**config.mk**
```make
export PLATFORM = sky130hd
export DESIGN_NAME = if_fetch_ctrl_flat
export DESIGN_NICKNAME = d
export VERILOG_FILES = /design/src/rtl/if_fetch_ctrl_if.sv /design/src/rtl/if_fetch_ctrl.sv /design/src/flat_wrapper.sv
export SDC_FILE = /design/constraint.sdc
export NUM_CORES = 1
export LEC_CHECK = 0
export CORE_ASPECT_RATIO = 2
export CORE_UTILIZATION = 47
export DETAILED_ROUTE_END_ITERATION = 10
export HOLD_SLACK_MARGIN = 0.1
export PLACE_DENSITY = 0.88
export SETUP_SLACK_MARGIN = 0.3
export SYNTH_ARGS = -nofsm -noshare
export SYNTH_HDL_FRONTEND = slang
export SYNTH_SLANG_ARGS = --single-unit
export TNS_END_PERCENT = 50
```
**constraint.sdc**
```tcl
create_clock -name CLK -period 4.7 [get_ports CLK]
set_input_delay 0.47 -clock CLK [delete_from_list [all_inputs] [get_ports CLK]]
set_output_delay 0.47 -clock CLK [all_outputs]
set_load 0.02 [all_outputs]
```
**src/rtl/if_fetch_ctrl_if.sv**
```systemverilog
`default_nettype none
// ============================================================================
//  Module   : if_fetch_ctrl_if
//  Purpose  : Signal bundle between the instruction-fetch controller and its
//             surroundings (PC register, instruction memory, execute, decode).
//             master = fetch controller, slave = everything around it.
//  Revision : 1.0 - initial release
// ============================================================================
interface if_fetch_ctrl_if #(
    parameter int XLEN = 32
);
    // program counter register
    logic [XLEN-1:0] PC_COUNT;
    logic            PC_WRITE;
    logic [XLEN-1:0] PC_DIN;
    // instruction memory (synchronous read, 1-cycle latency)
    logic            IMEM_RDEN;
    logic [XLEN-1:0] IMEM_ADDR;
    logic [XLEN-1:0] IMEM_DOUT;
    // redirect from execute
    logic            REDIRECT;
    logic [XLEN-1:0] REDIRECT_ADDR;
    // decode handshake
    logic            DEC_VALID;
    logic [XLEN-1:0] DEC_INSTR;
    logic [XLEN-1:0] DEC_PC;
    logic            DEC_READY;

    modport master (
        input  PC_COUNT, IMEM_DOUT, REDIRECT, REDIRECT_ADDR, DEC_READY,
        output PC_WRITE, PC_DIN, IMEM_RDEN, IMEM_ADDR,
               DEC_VALID, DEC_INSTR, DEC_PC
    );

    modport slave (
        output PC_COUNT, IMEM_DOUT, REDIRECT, REDIRECT_ADDR, DEC_READY,
        input  PC_WRITE, PC_DIN, IMEM_RDEN, IMEM_ADDR,
               DEC_VALID, DEC_INSTR, DEC_PC
    );
endinterface
`default_nettype wire

```
**src/rtl/if_fetch_ctrl.sv**
```systemverilog
`default_nettype none
// ============================================================================
//  Module   : if_fetch_ctrl
//  Purpose  : Instruction-fetch controller. Advances/redirects the PC, issues
//             synchronous instruction-memory reads at PC_COUNT and buffers the
//             returned {instr, pc} pairs in a DEPTH-entry FIFO for decode.
//             A redirect flushes the buffer and squashes the in-flight read.
//  Revision : 1.0 - initial release
// ============================================================================
module if_fetch_ctrl #(
    parameter int DEPTH = 2,
    parameter int XLEN  = 32
) (
    input  wire logic        CLK,
    input  wire logic        RST_N,
    if_fetch_ctrl_if.master  bus
);

    localparam int c_AW = $clog2(DEPTH);
    localparam int c_CW = c_AW + 1;

    // buffer storage and bookkeeping
    logic [XLEN-1:0] r_instr_mem [DEPTH];
    logic [XLEN-1:0] r_pc_mem    [DEPTH];
    logic [c_AW-1:0] r_wr_ptr;
    logic [c_AW-1:0] r_rd_ptr;
    logic [c_CW-1:0] r_count;

    // one outstanding memory read
    logic            r_inflight_v;
    logic [XLEN-1:0] r_inflight_pc;

    logic            w_nonempty;
    logic            w_dec_valid;
    logic            w_pop;
    logic            w_push;
    logic            w_issue;
    logic [c_CW:0]   w_occ;
    logic            w_unused_addr_lsbs;

    // The two low target bits are dropped: instructions are word aligned.
    assign w_unused_addr_lsbs = ^bus.REDIRECT_ADDR[1:0];

    // Handshake, credit check and issue decision. Reset gates the strobes so
    // they fall as soon as RST_N is asserted, without waiting for a clock.
    always_comb begin
        w_nonempty  = (r_count != '0);
        w_dec_valid = w_nonempty & ~bus.REDIRECT;
        w_pop       = w_dec_valid & bus.DEC_READY;
        w_push      = r_inflight_v & ~bus.REDIRECT;
        // entries that will be held (buffered + returning) after this pop
        w_occ       = {1'b0, r_count}
                    + (c_CW+1)'(r_inflight_v)
                    - (c_CW+1)'(w_pop);
        w_issue     = RST_N & ~bus.REDIRECT & (w_occ < (c_CW+1)'(DEPTH));
    end

    // Output drive: PC update, memory strobe and buffer head presentation.
    always_comb begin
        bus.IMEM_ADDR = bus.PC_COUNT;
        bus.IMEM_RDEN = w_issue;
        bus.PC_WRITE  = RST_N & (bus.REDIRECT | w_issue);
        if (bus.REDIRECT) begin
            bus.PC_DIN = {bus.REDIRECT_ADDR[XLEN-1:2], 2'b00};
        end else begin
            bus.PC_DIN = bus.PC_COUNT + XLEN'(4);
        end
        bus.DEC_VALID = w_dec_valid;
        if (w_nonempty) begin
            bus.DEC_INSTR = r_instr_mem[r_rd_ptr];
            bus.DEC_PC    = r_pc_mem[r_rd_ptr];
        end else begin
            bus.DEC_INSTR = '0;
            bus.DEC_PC    = '0;
        end
    end

    // Track the outstanding read; a redirect cancels it and blocks new issue.
    always_ff @(posedge CLK or negedge RST_N) begin
        if (!RST_N) begin
            r_inflight_v  <= 1'b0;
            r_inflight_pc <= '0;
        end else begin
            r_inflight_v <= w_issue;
            if (w_issue) begin
                r_inflight_pc <= bus.PC_COUNT;
            end
        end
    end

    // FIFO pointers and occupancy; a redirect empties the buffer.
    always_ff @(posedge CLK or negedge RST_N) begin
        if (!RST_N) begin
            r_wr_ptr <= '0;
            r_rd_ptr <= '0;
            r_count  <= '0;
        end else if (bus.REDIRECT) begin
            r_wr_ptr <= '0;
            r_rd_ptr <= '0;
            r_count  <= '0;
        end else begin
            if (w_push) begin
                r_wr_ptr <= r_wr_ptr + c_AW'(1);
            end
            if (w_pop) begin
                r_rd_ptr <= r_rd_ptr + c_AW'(1);
            end
            r_count <= r_count + c_CW'(w_push) - c_CW'(w_pop);
        end
    end

    // Buffer payload; contents are only observed through the count, so no reset.
    always_ff @(posedge CLK) begin
        if (w_push) begin
            r_instr_mem[r_wr_ptr] <= bus.IMEM_DOUT;
            r_pc_mem[r_wr_ptr]    <= r_inflight_pc;
        end
    end

endmodule
`default_nettype wire
```
**src/flat_wrapper.sv**
```systemverilog
// flat-port wrapper written by rule: the top's interface ports become plain ports
module if_fetch_ctrl_flat 
#(
    parameter int DEPTH = 2,
    parameter int XLEN  = 32
)
  (CLK, RST_N, bus_PC_COUNT, bus_IMEM_DOUT, bus_REDIRECT, bus_REDIRECT_ADDR, bus_DEC_READY, bus_PC_WRITE, bus_PC_DIN, bus_IMEM_RDEN, bus_IMEM_ADDR, bus_DEC_VALID, bus_DEC_INSTR, bus_DEC_PC);
  if_fetch_ctrl_if #(.XLEN(XLEN)) bus_i ();
  input  wire logic CLK;
  input  wire logic RST_N;
  input wire logic [$bits(bus_i.PC_COUNT)-1:0] bus_PC_COUNT;
  input wire logic [$bits(bus_i.IMEM_DOUT)-1:0] bus_IMEM_DOUT;
  input wire logic [$bits(bus_i.REDIRECT)-1:0] bus_REDIRECT;
  input wire logic [$bits(bus_i.REDIRECT_ADDR)-1:0] bus_REDIRECT_ADDR;
  input wire logic [$bits(bus_i.DEC_READY)-1:0] bus_DEC_READY;
  output wire logic [$bits(bus_i.PC_WRITE)-1:0] bus_PC_WRITE;
  output wire logic [$bits(bus_i.PC_DIN)-1:0] bus_PC_DIN;
  output wire logic [$bits(bus_i.IMEM_RDEN)-1:0] bus_IMEM_RDEN;
  output wire logic [$bits(bus_i.IMEM_ADDR)-1:0] bus_IMEM_ADDR;
  output wire logic [$bits(bus_i.DEC_VALID)-1:0] bus_DEC_VALID;
  output wire logic [$bits(bus_i.DEC_INSTR)-1:0] bus_DEC_INSTR;
  output wire logic [$bits(bus_i.DEC_PC)-1:0] bus_DEC_PC;
  assign bus_i.PC_COUNT = bus_PC_COUNT;
  assign bus_i.IMEM_DOUT = bus_IMEM_DOUT;
  assign bus_i.REDIRECT = bus_REDIRECT;
  assign bus_i.REDIRECT_ADDR = bus_REDIRECT_ADDR;
  assign bus_i.DEC_READY = bus_DEC_READY;
  assign bus_PC_WRITE = bus_i.PC_WRITE;
  assign bus_PC_DIN = bus_i.PC_DIN;
  assign bus_IMEM_RDEN = bus_i.IMEM_RDEN;
  assign bus_IMEM_ADDR = bus_i.IMEM_ADDR;
  assign bus_DEC_VALID = bus_i.DEC_VALID;
  assign bus_DEC_INSTR = bus_i.DEC_INSTR;
  assign bus_DEC_PC = bus_i.DEC_PC;
  if_fetch_ctrl #(.DEPTH(DEPTH), .XLEN(XLEN)) u_core (.CLK(CLK), .RST_N(RST_N), .bus(bus_i));
endmodule
```
Yosys cells after proc, flatten, opt, wreduce, memory -nomap -nowiden

Memory sizes are Yosys's and may differ from the RTL's.
Index checks and enable logic that the tools add are counted.

Memories kept: 2
Output and inout port bits: 131
Word-level logic and storage cells: 36
Bits in writable memories: 128
Bits in registers: 37

Memories:

| name               | words | bits a word | read ports | clocked after memory_dff | wr ports | line                | RTL |
|---|---|---|---|---|---|---|---|
| u_core.r_instr_mem | 2     | 32          | 1          | 0                        | 1        | if_fetch_ctrl.sv:23 | `logic [XLEN-1:0] r_instr_mem [DEPTH];` |
| u_core.r_pc_mem    | 2     | 32          | 1          | 0                        | 1        | if_fetch_ctrl.sv:24 | `logic [XLEN-1:0] r_pc_mem [DEPTH];` |

Bitwise operators: 8
Add/subtract/negate cells: 7
Order comparisons: 1
Reduce and logical (&&, ||, !) cells: 3
Mux-type cells: 10

Operator list:

| kind                                                                  | number |
|---|---|
| 32-bit two-way mux                                                    | 3 |
| 32-bit by 3-bit adder with 32-bit output (second input constant)      | 1 |
| 1-bit AND                                                             | 6 |
| 1-bit two-way mux                                                     | 6 |
| 2-bit nonzero test                                                    | 3 |
| 2-bit by 1-bit adder with 3-bit output                                | 1 |
| 3-bit by 2-bit < comparator with 1-bit output (second input constant) | 1 |
| 3-bit by 1-bit subtractor with 3-bit output                           | 1 |
| 1-bit adder (second input constant)                                   | 2 |
| 2-bit by 1-bit adder with 2-bit output                                | 1 |
| 2-bit two-way mux                                                     | 1 |
| 2-bit by 1-bit subtractor with 2-bit output                           | 1 |
| 1-bit inverter                                                        | 1 |
| 1-bit OR                                                              | 1 |

Logic depth before layout (Yosys ltp)

Depth in word-level cells: 8
Depth in mapped cells: 11
Depth with buffers taken out: 10

Least setup slack after synthesis

No wires, ideal clock.

Path kind: input to register
From: input port bus_REDIRECT
To: memory u_core.r_instr_mem[0][0], enable pin
Library setup time: 0.494 ns
Cell stages on the path: 2
Arrival time: 3.487 ns
Slack: 0.719 ns
Path buffers: 0
Required time: 4.206 ns
Path through: nor2b_1 -> nor2b_1

Word-level cells in the longest chain between the ends: 4

Ends and longest elaborated chain:

| what                                    | line                 | RTL |
|---|---|---|
| start, declared                         | flat_wrapper.sv:13   | `input wire logic [$bits(bus_i.REDIRECT)-1:0] bus_REDIRECT;` |
| 1-bit inverter                          | if_fetch_ctrl.sv:50  | `w_push = r_inflight_v & ~bus.REDIRECT;` |
| 1-bit AND                               | if_fetch_ctrl.sv:50  |  |
| 1-bit two-way mux                       | if_fetch_ctrl.sv:114 | `if (w_push) begin` |
| 1-bit two-way mux (not written as such) | if_fetch_ctrl.sv:115 | `r_instr_mem[r_wr_ptr] <= bus.IMEM_DOUT;` |
| end, declared                           | if_fetch_ctrl.sv:23  |  |

Every way passes these cells.

Final worst setup path

From: input port bus_PC_COUNT[9]
To: output port bus_PC_DIN[27]

Word-level cells in the longest chain between the ends: 2

Ends and longest elaborated chain:

| what                                     | line                | RTL |
|---|---|---|
| start, declared                          | flat_wrapper.sv:11  | `input wire logic [$bits(bus_i.PC_COUNT)-1:0] bus_PC_COUNT;` |
| 32-bit by 3-bit adder with 32-bit output | if_fetch_ctrl.sv:66 | `bus.PC_DIN = bus.PC_COUNT + XLEN'(4);` |
| 32-bit two-way mux                       | if_fetch_ctrl.sv:63 | `if (bus.REDIRECT) begin` |
| end, declared                            | flat_wrapper.sv:17  | `output wire logic [$bits(bus_i.PC_DIN)-1:0] bus_PC_DIN;` |

Every way passes these cells.

==> metrics.md <==
| Metric | Value |
|---|---|
| Status | `completed` |
| Remaining antenna violation count | `0` |
| Via density | `approximately 5.3` |
| Cts bufs inserted | `17` |
| DIE HEIGHT | `between 150 and 200 um` |
| Syn nets | `between 600 and 700` |
| VDD IR-drop max | `0.2514 mV` |
| Critical Path End | `bus_PC_DIN[27]` |
| CTS tree | `yes` |
| DIE AREA | `roughly 16,000 um^2` |
| Synth cell types | `38` |
| Slew HR | `between 20% and 30%` |
| CP Data Required Time | `~4.2 ns` |
| RePlAce Congestion | `roughly 0.86` |
| Met2 WL | `approximately 9.3 mm` |
| CP startpoint | `bus_PC_COUNT[9]` |
| Top post-synthesis cells by area | `edfxtp_1 (52%), dfrtp_1 (12%), mux2i_1 (8.6%), mux2_2 (5.3%), nor2_1 (4.2%)` |
| Routed length on met3 | `between 700 and 800 um` |
| CTS root buf | `clkbuf_16` |
| Post-DP HPWL | `between 10 and 15 mm` |
| Commonest cells in the synthesized netlist | `edfxtp_1 (128), nor2_1 (84), mux2i_1 (64)` |
| Routed len/inst | `around 18 um` |
| Post-synth top area cell | `edfxtp_1` |
| Gate Count Post-Synth | `approximately 560` |
| Ratio of cells with drive above 1 in the final layout | `a little over a tenth` |
| Floorplan row count | `between 60 and 70` |
| Final Setup Violations | `0` |
| Main flop type after synthesis | `edfxtp_1` |
| Clock Tree Buf Depth | `2` |
| First-pass GRT wire length | `approximately 27 mm` |
| H-tree lvl count | `4` |
| First-pass DRT Iterations | `4` |
| Die width | `between 90 and 100 um` |
| GRT Util Overall | `between 20% and 30%` |
| Clk sinks | `approximately 170` |
| Vias in the first global route | `5,288` |
| Setup TNS | `0 ns` |
| WL final | `around 17 mm` |
| Highest metal used | `met4` |
| Max-Cap Viols | `0` |
| # port buffers | `228` |
| Diodes inserted | `0` |
| Area share of the largest cell type after synthesis | `51.60%` |
| Multi-input logic area | `2316 um^2` |
| Crit-path max FO | `16` |
| Setup crit end kind | `output pin` |
| Routed via count | `5,086` |
| Layout Nets | `~860` |
| CP Launch Type | `input pin` |
| Average cell area after synthesis | `between 10 and 15 um^2` |
| Grt total ovfl | `0` |
| Reg2reg path depth | `11` |
| Seq/Total Area, Yosys | `64.02%` |
| Remaining DRCs | `0` |
| Pwr per Cell Area | `between 400 and 500 nW/um^2` |
| Synthesized area | `between 7000 and 8000 um^2` |
| Launching point of the worst reg2reg path | `u_core.r_count[1]` |
| I/O pin total | `roughly 230` |
| Min-Delay Path Class | `flop to flop` |
| R2R Path End | `u_core.r_inflight_pc[29]` |
| Yosys warns | `0` |
| WS Path Type | `input pin to output pin` |
| Top-count cell post-synth | `edfxtp_1` |
| Leakage Power | `around 3.5 nW` |
| DR iter-0 viols | `about 210` |
| Initial antenna violation count | `0` |
| Starting Density | `between 40% and 50%` |
| M1 wire length | `around 6.3 mm` |
| Minimum clock period | `around 4.1 ns` |
| Worst-Skew Late Latency | `roughly 0.43 ns` |
| Final Cycle Share | `86.19%` |
| Number of synthesized flops with an enable pin | `~130` |
| Fin. Hold Viols | `0` |
| Area delta synth->final | `37.94%` |
| Worst Tran Pin Value | `~1.1 ns` |
| Critical path arrival | `~3.6 ns` |
| FF+latch count, synth | `about 170` |
| Max Slew Vio Count | `0` |
| Worst-path clk slew | `0.06 ns` |
| Largest net degree at the start of global routing | `66` |
| Reg-to-reg slack, setup | `roughly 1.6 ns` |
| Hold path depth | `0` |
| F_max | `about 0.25 GHz` |
| RSZ-0062 raised after global routing | `false` |
| Clock Skew | `0.009885 ns` |
| Layout filler cell count | `1,127` |
| Reg area | `between 4000 and 5000 um^2` |
| Core ar. | `15,370 um^2` |
| Total Power | `around 4.5 mW` |
| FFs w/ async S/R, synth | `between 20% and 30%` |
area by class of cell:
cell class              count  area share (%)
multi-input cells         326           22.54
well taps                 198           2.411
repair buffers            235           22.82
inverters                   8          0.2922
clock inverters            13           1.181
flip-flops and latches    165           46.45
clock buffers              19           4.310
kinds of logic (layout without fill, tap and decap cells):
group,count (synthesis),after routing,share of synthesized area (%)
xor+xnor,18,18,2.116
compound gates,43,43,3.494
mux,99,99,13.89
buf+inv,68,275,5.173
fa+ha+maj,5,5,0.9406
simple gates,161,161,10.36
flops,165,165,64.02
power by group:
group | internal, mW | switching (mW) | total, mW
logic | 0.557 | 0.533 | 1.09
registers | 1.87 | 0.179 | 2.05
clock network | 0.752 | 0.564 | 1.32
total | 3.18 | 1.28 | 4.46
flip-flops by register name, summed over array words and instances, names as in the netlist:
register              flops
u_core.r_rd_ptr           1
u_core.r_instr_mem       64
u_core.r_inflight_v       1
u_core.r_wr_ptr           1
u_core.r_count            2
u_core.r_pc_mem          64
u_core.r_inflight_pc     32
worst max-delay path, cell delays in order:
cell and delay, ns:
clkdlybuf4s50_1 0.64, nand4_1 0.27, or4_1 0.83, or4_1 0.55, a31oi_1 0.17, clkdlybuf4s50_1 0.65
worst min path at each step:
stage	start	slack, ns	endpoint
after floorplan	RST_N	0.17	u_core.r_count[0]
after global placement	u_core.r_inflight_pc[0]	0.44	u_core.r_pc_mem[1][0]
after detailed placement	u_core.r_inflight_pc[24]	0.46	u_core.r_pc_mem[0][24]
after CTS	u_core.r_inflight_pc[6]	0.47	u_core.r_pc_mem[1][6]
after global routing	u_core.r_inflight_pc[5]	0.48	u_core.r_pc_mem[0][5]
final	u_core.r_inflight_pc[5]	0.47	u_core.r_pc_mem[1][5]
through the flow:
step                      worst slack (ns)  instance area, um^2  hold WS, ns  util (%)  instances
after detailed placement            0.7128                 9702       0.4566     63.10        931
after CTS                           0.7100                10280       0.4653     66.84        964
after floorplan                     0.7190                 7450       0.1744         -        559
after global placement              0.7379                 9702       0.4420     63.10        931
final                               0.6489                10280       0.4651     66.84        964
after global routing                0.4950                10280       0.4777     66.84        964
what timing repair did:
| action | 4_1_cts | 5_1_grt |
|---|---|---|
| hold endpoints to repair | 2 | 0 |
| resized for setup | 0 | 0 |
| buffers inserted | 0 | 0 |
| hold buffers | 1 | 0 |
cell usage in the layout (no fill, tap or decap), types with 5 or more instances in the layout:
master	count
mux2_2	35
nand3_1	8
a31oi_1	12
nor2_1	83
xnor2_1	8
inv_1	7
mux2i_1	64
edfxtp_1	128
buf_4	5
and4_1	5
or3_1	8
o21ai_0	22
xor2_1	10
clkbuf_16	17
or4_1	6
nand2_1	21
dfrtp_1	36
clkdlybuf4s50_1	227
nand4_1	11
metal layers:
| metal | GRT usage, % | vias up |
|---|---|---|
| met2 | 39.52 | 195 |
| met3 | 3.797 | 41 |
| met1 | 22.95 | 2443 |
| met4 | 11.30 | 0 |
| li1 | - | 2407 |
| met5 | 0 | - |
Note: power is estimated with default switching activity, not from simulation.
